$ cat config.mk
export PLATFORM = sky130hd
export DESIGN_NAME = kt8_ram_arbiter
export DESIGN_NICKNAME = d
export VERILOG_FILES = /design/src/rtl/kt8_pkg.sv /design/src/rtl/kt8_arb_pick.sv /design/src/rtl/kt8_ram_arbiter.sv
export SDC_FILE = /design/constraint.sdc
export NUM_CORES = 1
export LEC_CHECK = 0
export CAP_MARGIN = 15
export CORE_MARGIN = 2
export CORE_UTILIZATION = 26
export DETAILED_ROUTE_END_ITERATION = 10
export PLACE_DENSITY_LB_ADDON = 0.12
export RECOVER_POWER = 100
export SYNTH_ARGS = -nofsm -noshare
export SYNTH_HDL_FRONTEND = slang
export SYNTH_SLANG_ARGS = --single-unit
export TNS_END_PERCENT = 100
$ cat constraint.sdc
create_clock -name clk -period 1.8 [get_ports clk]
set_input_delay 0.36 -clock clk [delete_from_list [all_inputs] [get_ports clk]]
set_output_delay 0.36 -clock clk [all_outputs]
set_load 0.05 [all_outputs]
$ cat src/rtl/kt8_pkg.sv
// +----------------------------------------------------------------------+
// | Module      : kt8_pkg                                                |
// | Description : Shared FSM state type and owner encodings for the      |
// |               KT8 data-RAM arbiter.                                  |
// | Revision    : 1.0 - initial release                                  |
// +----------------------------------------------------------------------+
`default_nettype none

package kt8_pkg;

    typedef enum logic [1:0] {
        IDLE   = 2'b00,
        ACCESS = 2'b01,
        DONE   = 2'b10
    } state_t;

    localparam logic OWN_CPU = 1'b0;
    localparam logic OWN_IO  = 1'b1;

endpackage

`default_nettype wire

$ cat src/rtl/kt8_arb_pick.sv
// +----------------------------------------------------------------------+
// | Module      : kt8_arb_pick                                           |
// | Description : Winner selection for the KT8 arbiter. Fixed priority   |
// |               with IO starvation guard by default; round-robin when  |
// |               KT8_ARB_RR_EN is defined.                              |
// | Revision    : 1.0 - initial release                                  |
// +----------------------------------------------------------------------+
`default_nettype none

module kt8_arb_pick
    import kt8_pkg::*;
#(
    parameter int STARVE_LIMIT = 4
) (
    input  logic clk,
    input  logic rst,
    input  logic cpu_req,
    input  logic io_req,
    input  logic grant_en,
    output logic winner
);

`ifdef KT8_ARB_RR_EN
    logic r_last_grant;

    always_comb begin
        winner = OWN_CPU;
        if (cpu_req && io_req)
            winner = ~r_last_grant;
        else if (io_req)
            winner = OWN_IO;
    end

    // Starts at IO so that the first contested grant goes to the CPU.
    always_ff @(posedge clk or negedge rst) begin
        if (!rst)
            r_last_grant <= OWN_IO;
        else if (grant_en)
            r_last_grant <= winner;
    end
`else
    localparam int                  c_cnt_w = $clog2(STARVE_LIMIT + 1);
    localparam logic [c_cnt_w-1:0] c_limit = c_cnt_w'(STARVE_LIMIT);

    logic [c_cnt_w-1:0] r_starve;

    always_comb begin
        winner = OWN_CPU;
        if (cpu_req && io_req)
            winner = (r_starve == c_limit) ? OWN_IO : OWN_CPU;
        else if (io_req)
            winner = OWN_IO;
    end

    // Counts contested losses by IO; saturates at the limit.
    always_ff @(posedge clk or negedge rst) begin
        if (!rst) begin
            r_starve <= '0;
        end else if (grant_en) begin
            if (winner == OWN_IO)
                r_starve <= '0;
            else if (io_req && (r_starve != c_limit))
                r_starve <= r_starve + c_cnt_w'(1);
        end
    end
`endif

endmodule

`default_nettype wire

$ cat src/rtl/kt8_ram_arbiter.sv
// +----------------------------------------------------------------------+
// | Module      : kt8_ram_arbiter                                        |
// | Description : Two-requester (CPU, IO) arbiter for a shared           |
// |               synchronous data RAM; one transaction per 3 cycles.    |
// |               Define KT8_ARB_RR_EN for round-robin arbitration.      |
// | Revision    : 1.0 - initial release                                  |
// +----------------------------------------------------------------------+
`default_nettype none

module kt8_ram_arbiter
    import kt8_pkg::*;
#(
    parameter int ADDR_W       = 8,
    parameter int DATA_W       = 8,
    parameter int STARVE_LIMIT = 4
) (
    input  logic              clk,
    input  logic              rst,
    input  logic              cpu_req,
    input  logic              cpu_we,
    input  logic [ADDR_W-1:0] cpu_addr,
    input  logic [DATA_W-1:0] cpu_wdata,
    output logic [DATA_W-1:0] cpu_rdata,
    output logic              cpu_ack,
    input  logic              io_req,
    input  logic              io_we,
    input  logic [ADDR_W-1:0] io_addr,
    input  logic [DATA_W-1:0] io_wdata,
    output logic [DATA_W-1:0] io_rdata,
    output logic              io_ack,
    output logic [ADDR_W-1:0] ram_addr,
    output logic [DATA_W-1:0] ram_wdata,
    output logic              ram_we,
    input  logic [DATA_W-1:0] ram_rdata
);

    state_t r_state;
    state_t w_state_nxt;
    logic   r_owner;
    logic   w_winner;
    logic   w_grant_en;

    assign w_grant_en = (r_state == IDLE) && (cpu_req || io_req);

    kt8_arb_pick #(
        .STARVE_LIMIT (STARVE_LIMIT)
    ) u_pick (
        .clk      (clk),
        .rst      (rst),
        .cpu_req  (cpu_req),
        .io_req   (io_req),
        .grant_en (w_grant_en),
        .winner   (w_winner)
    );

    always_ff @(posedge clk or negedge rst) begin
        if (!rst) begin
            r_state <= IDLE;
            r_owner <= OWN_CPU;
        end else begin
            r_state <= w_state_nxt;
            if (w_grant_en)
                r_owner <= w_winner;
        end
    end

    always_comb begin
        w_state_nxt = r_state;
        case (r_state)
            IDLE:    if (w_grant_en) w_state_nxt = ACCESS;
            ACCESS:  w_state_nxt = DONE;
            DONE:    w_state_nxt = IDLE;
            default: w_state_nxt = IDLE;
        endcase
    end

    // Outputs decode the registered state, so an async reset zeroes them at once.
    always_comb begin
        ram_addr  = '0;
        ram_wdata = '0;
        ram_we    = 1'b0;
        cpu_ack   = 1'b0;
        io_ack    = 1'b0;
        cpu_rdata = '0;
        io_rdata  = '0;
        case (r_state)
            ACCESS: begin
                if (r_owner == OWN_CPU) begin
                    ram_addr  = cpu_addr;
                    ram_wdata = cpu_wdata;
                    ram_we    = cpu_we;
                end else begin
                    ram_addr  = io_addr;
                    ram_wdata = io_wdata;
                    ram_we    = io_we;
                end
            end
            DONE: begin
                if (r_owner == OWN_CPU) begin
                    cpu_ack   = 1'b1;
                    cpu_rdata = ram_rdata;
                end else begin
                    io_ack    = 1'b1;
                    io_rdata  = ram_rdata;
                end
            end
            default: ;
        endcase
    end

endmodule

`default_nettype wire
==> metrics.md, run 1 <==
| Metric | Value |
|---|---|
| Kind of critical path | `flop to output port` |
| Post-Syn Area | `668.1 um2` |
| Largest stage delay, worst path | `0.44 ns` |
| Clock Sinks | `6` |
| Register area share after synthesis | `22.47%` |
| CTS Root Cell | `clkbuf_4` |
| Worst-path clk slew | `0.05 ns` |
| Sw frac | `49.60%` |
| Worst slew pin tran | `0.2613 ns` |
| Switching Power | `1.498 mW` |
| Finished Core Util | `82.21%` |
| DRT antenna net count | `0` |
| DR pass1 iterations | `2` |
| Worst-Skew Late Latency | `0.25 ns` |
| CP Max Fanout | `8` |
| Detailed Place HPWL | `2205 um` |
| Syn Inst Count | `86` |
| Via/cell ratio | `4.564` |
| CTS buffer count | `3` |
| RSZ-0062 raised after global routing | `yes` |
| Area contributors post-synth | `mux2i_1 25%, dfrtp_1 22%, and2_1 15%` |
| Peak VDD IR | `0.001051 V` |
| Setup Total Neg Slack | `0 ns` |
| Number of global-route vias before repair | `888` |
| Final hold vios | `0` |
| Number of remaining DRC errors | `0` |
| Placed cell areas | `1908 um2` |
| Area leader, netlist | `mux2i_1` |
| Worst slew margin | `82.08%` |
| Die height | `54.69 um` |
| Fin area | `2018 um2` |
| Fin cells | `202` |
| First-pass GRT wire length | `3677 um` |
| Die Wd | `54.69 um` |
| Crit path cell chain | `buf_6 > mux2i_2 > nor2_4 > buf_12` |
| Synth Net Count | `134` |
| Final #Nets | `222` |
| FF+latch count, synth | `6` |
| Pin count of the biggest net entering global routing | `11` |
| DP Worst Slack | `0.02772 ns` |
| GRT Util Overall | `17.15%` |
| Final Routed Wirelength | `2582 um` |
| Placed cell count | `196` |
| CP Capture Type | `output port` |
| Hold/Removal Path Class | `input pin to async pin` |
| Placer Congestion | `0.7070` |
| Synth Flop Type | `dfrtp_1` |
| Die ar. | `2991 um2` |
| Crit path DAT | `1.39 ns` |
| Syn-to-layout area delta | `202.1%` |
| Max-slew violations | `0` |
| Post-DR wirelength/cell | `12.78 um` |
| Sequential power share | `9.5%` |
| Worst Setup SP | `r_owner` |
| Final setup fails | `0` |
| Top Ports | `81` |
| Async set or reset register ratio after synthesis | `100.0%` |
| Standard-cell row count | `18` |
| Initial antenna violation count | `0` |
| Commonest cells in the netlist | `18 x nor2_1, 17 x mux2i_1, 16 x and2_1` |
| Post-route clock period utilization | `97.49%` |
| GR Overflow Total | `0` |
| Max-Cap Viols | `0` |
| DR vias | `922` |
| Top cell type's share of synthesized area | `25.47%` |
| EDFF count, synth | `0` |
| Combinational group share of total power | `86.3%` |
| Critical path launch point type | `flop` |
| Period minus WS final | `1.755 ns` |
| Synth unique cells | `21` |
| Mean Syn Cell Area | `7.769 um2` |
| Area of the core | `2455 um2` |
| Achievable Freq | `569.9 MHz` |
| P_int | `1.522 mW` |
| Reg2reg start | `r_state[0]` |
| Pwr/cell area | `1496 nW/um2` |
| Htree depth | `1` |
| Status | `complete, no violations` |
| Worst Path Required | `1.44 ns` |
| Clock skew | `0.009159 ns` |
| Crit-path slowest cell | `dfrtp_2` |
| Count leader, synth | `nor2_1` |
| Ys Warns | `0` |
| Ant. Diodes | `0` |
| CTS tree | `built` |
| Leak | `0.8311 nW` |
| Initial Utilization | `27.22%` |
| Max Buffers Root-to-Sink | `2` |
| Final WS setup | `0.04524 ns` |
| PortBufs | `80` |
| Initial DRC count | `3` |
| Ratio of cells with drive above 1 in the final layout | `45.35%` |
| Clock power frac | `4.2%` |
[worst max-delay path, delay by kind of cell, from the launching register on]
kind	cells	cell delay, ns
buffers and inverters	2	0.33
AND/OR/NAND/NOR	1	0.06
multiplexers	1	0.31
flip-flops	1	0.44
[final timing paths]
path | to | slack, ns | cells past startpoint
max | ram_wdata[7] | 0.05 | 4
min | u_pick.r_starve[2] | 0.41 | 1
max in group asynchronous | r_state[1] | 1.15 | 1
max reg2reg | u_pick.r_starve[2] | 0.43 | 3
min reg2reg | u_pick.r_starve[1] | 0.53 | 2
min in group clk | u_pick.r_starve[1] | 0.53 | 2
[stage by stage]
step / power, mW / hold WS (ns)
final: 3.020 / 0.4111
after global routing: 3.164 / 0.4110
after CTS: 2.888 / 0.3458
after detailed placement: 2.741 / 0.5212
after global placement: 2.698 / 0.4852
after floorplan: 1.574 / 0.06441
[routing by layer]
layer  global-route usage (%)  vias to the layer above  part of all wire, %
met5                        0                        -                    0
met4                    5.000                        0                 0.66
met3                    8.470                        3                   13
met2                    31.94                       58                   55
met1                    16.25                      405                   31
li1                         -                      456                    -
[cell type report]
class,count,area [um2]
clock buffer,3,22.52
fill,146,436.7
inverter,4,15.01
multi-input combinational,72,578.1
sequential,6,153.9
tap,30,37.54
timing repair buffer,87,1211
[power groups by stage]
stage	logic (mW)	clock network (mW)	registers, mW
2_1_floorplan	1.34	0	0.239
6_report	2.61	0.128	0.287
5_1_grt	2.72	0.145	0.301
4_1_cts	2.49	0.131	0.263
3_5_place_dp	2.48	0	0.264
3_3_place_gp	2.44	0	0.258
[cell usage in the layout, fill, tap and decap left out, types with 3 or more instances in the layout]
cell,netlist,routed
nor2_2,0,13
buf_12,0,35
and2_1,16,9
dfrtp_2,0,3
clkdlybuf4s50_1,0,43
inv_1,4,4
dfrtp_1,6,3
buf_4,1,5
nor2_4,0,4
clkbuf_4,0,3
mux2i_1,17,15
and2_2,0,6
nand2_1,6,6
[logic make-up after synthesis]
family	synth area share, %
adder cells (fa/ha/maj)	3.745
AND/OR/NAND/NOR	35.95
buffers and inverters	5.993
multiplexers	25.47
AO/OA/AOI/OAI	6.368
flip-flops	22.47
[sequential cells by signal, summed over array words and instances, names as in the netlist]
signal           count
r_owner              1
r_state              2
u_pick.r_starve      3
[repair_timing]
action,in CTS,in global routing
gates cloned,0,1
buffers inserted,1,1
pin swaps,1,1
hold buffers,0,0
setup endpoints to repair,16,34
gates resized for setup,1,19
No activity file was read; power rests on OpenSTA's default activity.
==> run 2: changes to the inputs <==
- CTS_CLUSTER_DIAMETER: default -> 100
==> results of run 2 <==
Final layout, timing and power as in run 1 (identical DEF).
